$ cat src/rtl/delay_line_pkg.sv
// Shared constants and helpers for the delay_line slice.
package delay_line_pkg;

  localparam int unsigned DEFAULT_WIDTH = 8;
  localparam int unsigned DEFAULT_DEPTH = 4;

  // Width of the fill counter: enough bits to represent 0..depth.
  function automatic int fill_width(input int depth);
    return $clog2(depth + 1);
  endfunction

endpackage

$ cat src/rtl/dl_stage.sv
// One delay-line stage: a data register plus its valid flag.
module dl_stage
  import delay_line_pkg::*;
#(
  parameter int unsigned WIDTH = DEFAULT_WIDTH
) (
  input  logic             clk,
  input  logic             rst,
  input  logic             en,
  input  logic             flush,
  input  logic [WIDTH-1:0] d,
  input  logic             d_valid,
  output logic [WIDTH-1:0] q,
  output logic             q_valid
);

  // Data shifts whenever enabled (even on flush); the valid flag is cleared by flush.
  always_ff @(posedge clk) begin
    if (rst) begin
      q       <= '0;
      q_valid <= 1'b0;
    end else begin
      if (en) q <= d;
      if (flush)   q_valid <= 1'b0;
      else if (en) q_valid <= d_valid;
    end
  end

endmodule

$ cat src/rtl/delay_line.sv
// Enabled, flushable delay line of DEPTH stages with a running fill count.
module delay_line
  import delay_line_pkg::*;
#(
  parameter int unsigned WIDTH = DEFAULT_WIDTH,
  parameter int unsigned DEPTH = DEFAULT_DEPTH
) (
  input  logic                         clk,
  input  logic                         rst,
  input  logic                         en,
  input  logic                         flush,
  input  logic [WIDTH-1:0]             d,
  input  logic                         d_valid,
  output logic [WIDTH-1:0]             q,
  output logic                         q_valid,
  output logic [fill_width(DEPTH)-1:0] fill
);

  localparam int unsigned FW = fill_width(DEPTH);

  logic [WIDTH-1:0] stage_q [DEPTH];
  logic [DEPTH-1:0] stage_v;
  logic             in_v;
  logic             out_v;

  for (genvar i = 0; i < DEPTH; i++) begin : g_stage
    if (i == 0) begin : g_head
      dl_stage #(.WIDTH(WIDTH)) u_stage (
        .clk     (clk),
        .rst     (rst),
        .en      (en),
        .flush   (flush),
        .d       (d),
        .d_valid (d_valid),
        .q       (stage_q[i]),
        .q_valid (stage_v[i])
      );
    end else begin : g_body
      dl_stage #(.WIDTH(WIDTH)) u_stage (
        .clk     (clk),
        .rst     (rst),
        .en      (en),
        .flush   (flush),
        .d       (stage_q[i-1]),
        .d_valid (stage_v[i-1]),
        .q       (stage_q[i]),
        .q_valid (stage_v[i])
      );
    end
  end

  assign q       = stage_q[DEPTH-1];
  assign q_valid = stage_v[DEPTH-1];

  // A valid sample enters or leaves only on an enabled edge.
  always_comb begin
    in_v  = en & d_valid;
    out_v = en & stage_v[DEPTH-1];
  end

  // Up/down occupancy counter tracking the number of set valid flags.
  always_ff @(posedge clk) begin
    if (rst || flush) begin
      fill <= '0;
    end else if (in_v && !out_v && (fill != FW'(DEPTH))) begin
      fill <= fill + FW'(1);
    end else if (!in_v && out_v && (fill != '0)) begin
      fill <= fill - FW'(1);
    end
  end

endmodule

$ cat config.mk
export PLATFORM = sky130hd
export DESIGN_NAME = delay_line
export DESIGN_NICKNAME = d
export VERILOG_FILES = /design/src/rtl/delay_line_pkg.sv /design/src/rtl/dl_stage.sv /design/src/rtl/delay_line.sv
export SDC_FILE = /design/constraint.sdc
export NUM_CORES = 1
export LEC_CHECK = 0
export CAP_MARGIN = 0
export CORE_MARGIN = 2
export CORE_UTILIZATION = 55
export DETAILED_ROUTE_END_ITERATION = 10
export PLACE_DENSITY = 0.87
export SLEW_MARGIN = 0
export SYNTH_ARGS = -nofsm -noshare
export SYNTH_HDL_FRONTEND = slang
export SYNTH_SLANG_ARGS = --single-unit
$ cat constraint.sdc
create_clock -name clk -period 3.3 [get_ports clk]
set_clock_uncertainty 0.15 [all_clocks]
set_input_delay 0.66 -clock clk [delete_from_list [all_inputs] [get_ports clk]]
set_output_delay 0.66 -clock clk [all_outputs]
set_load 0.05 [all_outputs]
==> metrics.md <==
| Metric | Value |
|---|---|
| Die Ht | 55.6 µm |
| Worst Setup Start Kind | primary input |
| Detail Route Antenna Nets | 0 |
| CP cell instances | clkdlybuf4s50_1 -> nand3b_1 -> or2_2 -> fa_1 -> o21a_1 -> or4_4 -> a21oi_2 |
| Status | finished clean |
| Mean routed wirelength per cell | 12.1 µm |
| CP max stage cell | clkdlybuf4s50_1 |
| Pwr/cell area | 495 mW/mm² |
| Clock tree sinks | 39 |
| Xor/xnor share of the synthesized area | 1.79% |
| Std-Cell Rows | 18 |
| Port Buffers | 24 |
| Syn. warnings | 0 |
| Hold buffers post-CTS | 0 |
| Setup TNS | 0 ps |
| Hold-critical path endpoint | g_stage[3].g_body.u_stage.q_valid$_SDFFE_PP0P_ |
| Synthesized flop and latch total | 39 |
| Worst R2R Setup Slack | 1080 ps |
| Combinational Power Share | 8.8% |
| Post-synthesis compound-gate area fraction | 2.73% |
| Worst hold slack | 355 ps |
| Post-layout power | 0.889 mW |
| FF/Latch Area | 781 µm² |
| Initial antenna violation count | 0 |
| Setup slack after layout | 691 ps |
| Nets | 175 |
| Largest net degree at the start of global routing | 38 |
| Pre-CTS setup slack | 356 ps |
| Unrepaired setup endpoints after global routing | no |
| Chip Width | 55.6 µm |
| Final instance area | 0.00180 mm² |
| Worst rel slew slack | 61.5% |
| Max Slew Vio Count | 0 |
| Clk pwr share | 35.9% |
| # diodes | 0 |
| Final core utilization | 71.9% |
| Syn Nets | 151 |
| Worst R2R End | fill[2]$_SDFFE_PP0P_ |
| CP arrival | 2740 ps |
| Vias in the first global route | 935 |
| Residual DRC | 0 |
| R2r startpoint | fill[0]$_SDFFE_PP0P_ |
| CTS tree | done |
| Initial DRC Count | 11 |
| CP peak stage delay | 550 ps |
| Crit. End Element | flip-flop |
| Initial DRT Pass Iterations | 4 |
| Psw | 0.203 mW |
| Top-Level Pins | 25 |
| Initial Util | 58.6% |
| WL met2 | 1110 µm |
| Required @ worst endpoint | 3430 ps |
| Post-Synth Simple-Gate Area | 12.7% |
| Synthesized cell area | 0.00147 mm² |
| Placed instance count | 184 |
| Cell internal pwr | 0.686 mW |
| Worst hold path class | flip-flop to flip-flop |
| Met3 WL | 135 µm |
| Period minus WS final | 2610 ps |
| Final setup fails | 0 |
| Vias | 977 |
| Seq pwr share | 55.3% |
| Maxcap violations | 0 |
| Non-filler cells in the finished layout | 192 |
| CTS root buf | clkbuf_4 |
| GRT Total Usage | 16.7% |
| Gpl congestion | 0.797 |
| Crit Path Max Fanout | 4 |
| Gr ovfl total | 0 |
| Multiplexer share of the synthesized area | 25.3% |
| Worst-Skew Late Latency | 340 ps |
| Leak | 0.778 nW |
| Main combinational cell family by area after synthesis | multiplexers |
| Area Growth Syn to Fin | 22.6% |
| Via-to-Cell Ratio | 5.09 |
| Mean post-synth cell area | 10.7 µm² |
| First-pass GRT wire length | 3940 µm |
| Post-Synth Adder-Cell Area | 1.37% |
| Resized cells post-CTS | 0 |
| Register area share after synthesis | 53.3% |
| Crit Path Category | primary input to flip-flop |
| Achievable clock frequency | 383 MHz |
| Worst vdd ir | 0.544 mV |
| Switching fraction of total power | 22.8% |
| Multi-input gate area in the final layout | 643 µm² |
| Final Hold Violating Endpoints | 0 |
| Worst-path clk slew | 120 ps |
| Reg2reg path depth | 6 |
| Post-Route WL | 2330 µm |
| M1 WL | 1070 µm |
| Cts bufs inserted | 5 |
| Hold Path Origin | g_stage[2].g_body.u_stage.q_valid$_SDFFE_PP0P_ |
| Worst hold path stage count | 2 |
| Placed Area | 0.00171 mm² |
| Core ar. | 0.00250 mm² |
| DIE AREA | 0.00309 mm² |
| Yosys cell types | 17 |
| Layout cells sized above 1 | 9.88% |
| H-Tree Depth | 2 |
| Post-DP HPWL | 1580 µm |
| Max layer used | met4 |
| Period Utilization, post-route | 79.1% |
| Worst Tran Pin Value | 578 ps |
| Setup repair bufs after CTS | 0 |
| Fillers | 198 |
| Clk buf depth | 2 |
| Syn Inst Count | 137 |
state kept, by name, indices dropped and copies added (netlist names):
signal                          cells
g_stage.g_head.u_stage.q_valid      1
g_stage.g_body.u_stage.q           24
fill                                3
g_stage.g_head.u_stage.q            8
g_stage.g_body.u_stage.q_valid      3
cell type report:
cell class,instances,area share [%]
sequential,39,43.5
clock buffer,5,2.09
tap,30,2.09
timing repair buffer,26,13.9
multi-input combinational,89,35.8
clock inverter,3,2.65
worst max-delay path by stage:
stage | from | slack [ps] | end
final | d_valid | 690 | fill[2]$_SDFFE_PP0P_
after global routing | d_valid | 620 | fill[2]$_SDFFE_PP0P_
after CTS | d_valid | 710 | fill[2]$_SDFFE_PP0P_
after detailed placement | d_valid | 360 | fill[2]$_SDFFE_PP0P_
after global placement | d_valid | 410 | fill[2]$_SDFFE_PP0P_
after floorplan | en | 840 | fill[2]$_SDFFE_PP0P_
power groups by stage:
stage	registers, mW	clock network [mW]	logic (mW)
after floorplan	0.506	0	0.0488
after global placement	0.501	0	0.0749
after detailed placement	0.502	0	0.0784
after CTS	0.491	0.329	0.0787
after global routing	0.493	0.346	0.0850
final	0.491	0.319	0.0780
worst max-delay path: cells and delay by family:
kind / cells / cell delay (ps)
AND/OR/NAND/NOR: 3 / 870
adder cells (fa/ha/maj): 1 / 390
buffers and inverters: 1 / 550
AO/OA/AOI/OAI: 2 / 280
cells in the final DEF, fill, tap and decap left out:
cell type,netlist,final
buf_2,3,1
inv_6,0,1
o31ai_1,1,1
bufinv_16,0,1
nor3_1,1,1
a21oi_2,1,1
nand3b_1,1,1
fa_1,1,1
dfxtp_1,39,39
clkbuf_4,0,5
xor2_1,3,3
or2_2,2,2
or4_4,1,1
nor2_1,38,38
clkinv_4,0,1
buf_4,1,2
nor3b_1,1,1
o311ai_2,1,1
mux2i_1,37,37
clkdlybuf4s50_1,0,23
o21a_1,1,1
logic make-up after synthesis:
group           count (synthesis)
simple gates                   44
flops                          39
mux                            37
buf+inv                         9
compound gates                  4
xor+xnor                        3
fa+ha+maj                       1
per-layer routing:
| metal | vias up | global-route usage [%] |
|---|---|---|
| met5 | - | 0 |
| met4 | 0 | 8.36 |
| met3 | 2 | 7.44 |
| met2 | 26 | 27.2 |
| met1 | 438 | 18.3 |
| li1 | 511 | - |
Yosys cell counts, drive strengths merged:
master,count,share of area [%]
or2,2,0.85
dfxtp,39,53
a21oi,1,0.60
o311ai,1,1.1
nor3,1,0.34
fa,1,1.4
nand3b,1,0.51
o21a,1,0.51
buf,4,1.5
or4,1,0.77
nor3b,1,0.51
mux2i,37,25
clkbuf,5,1.3
o31ai,1,0.51
nor2,38,9.7
xor2,3,1.8
Power figures use the tool's default switching activity.
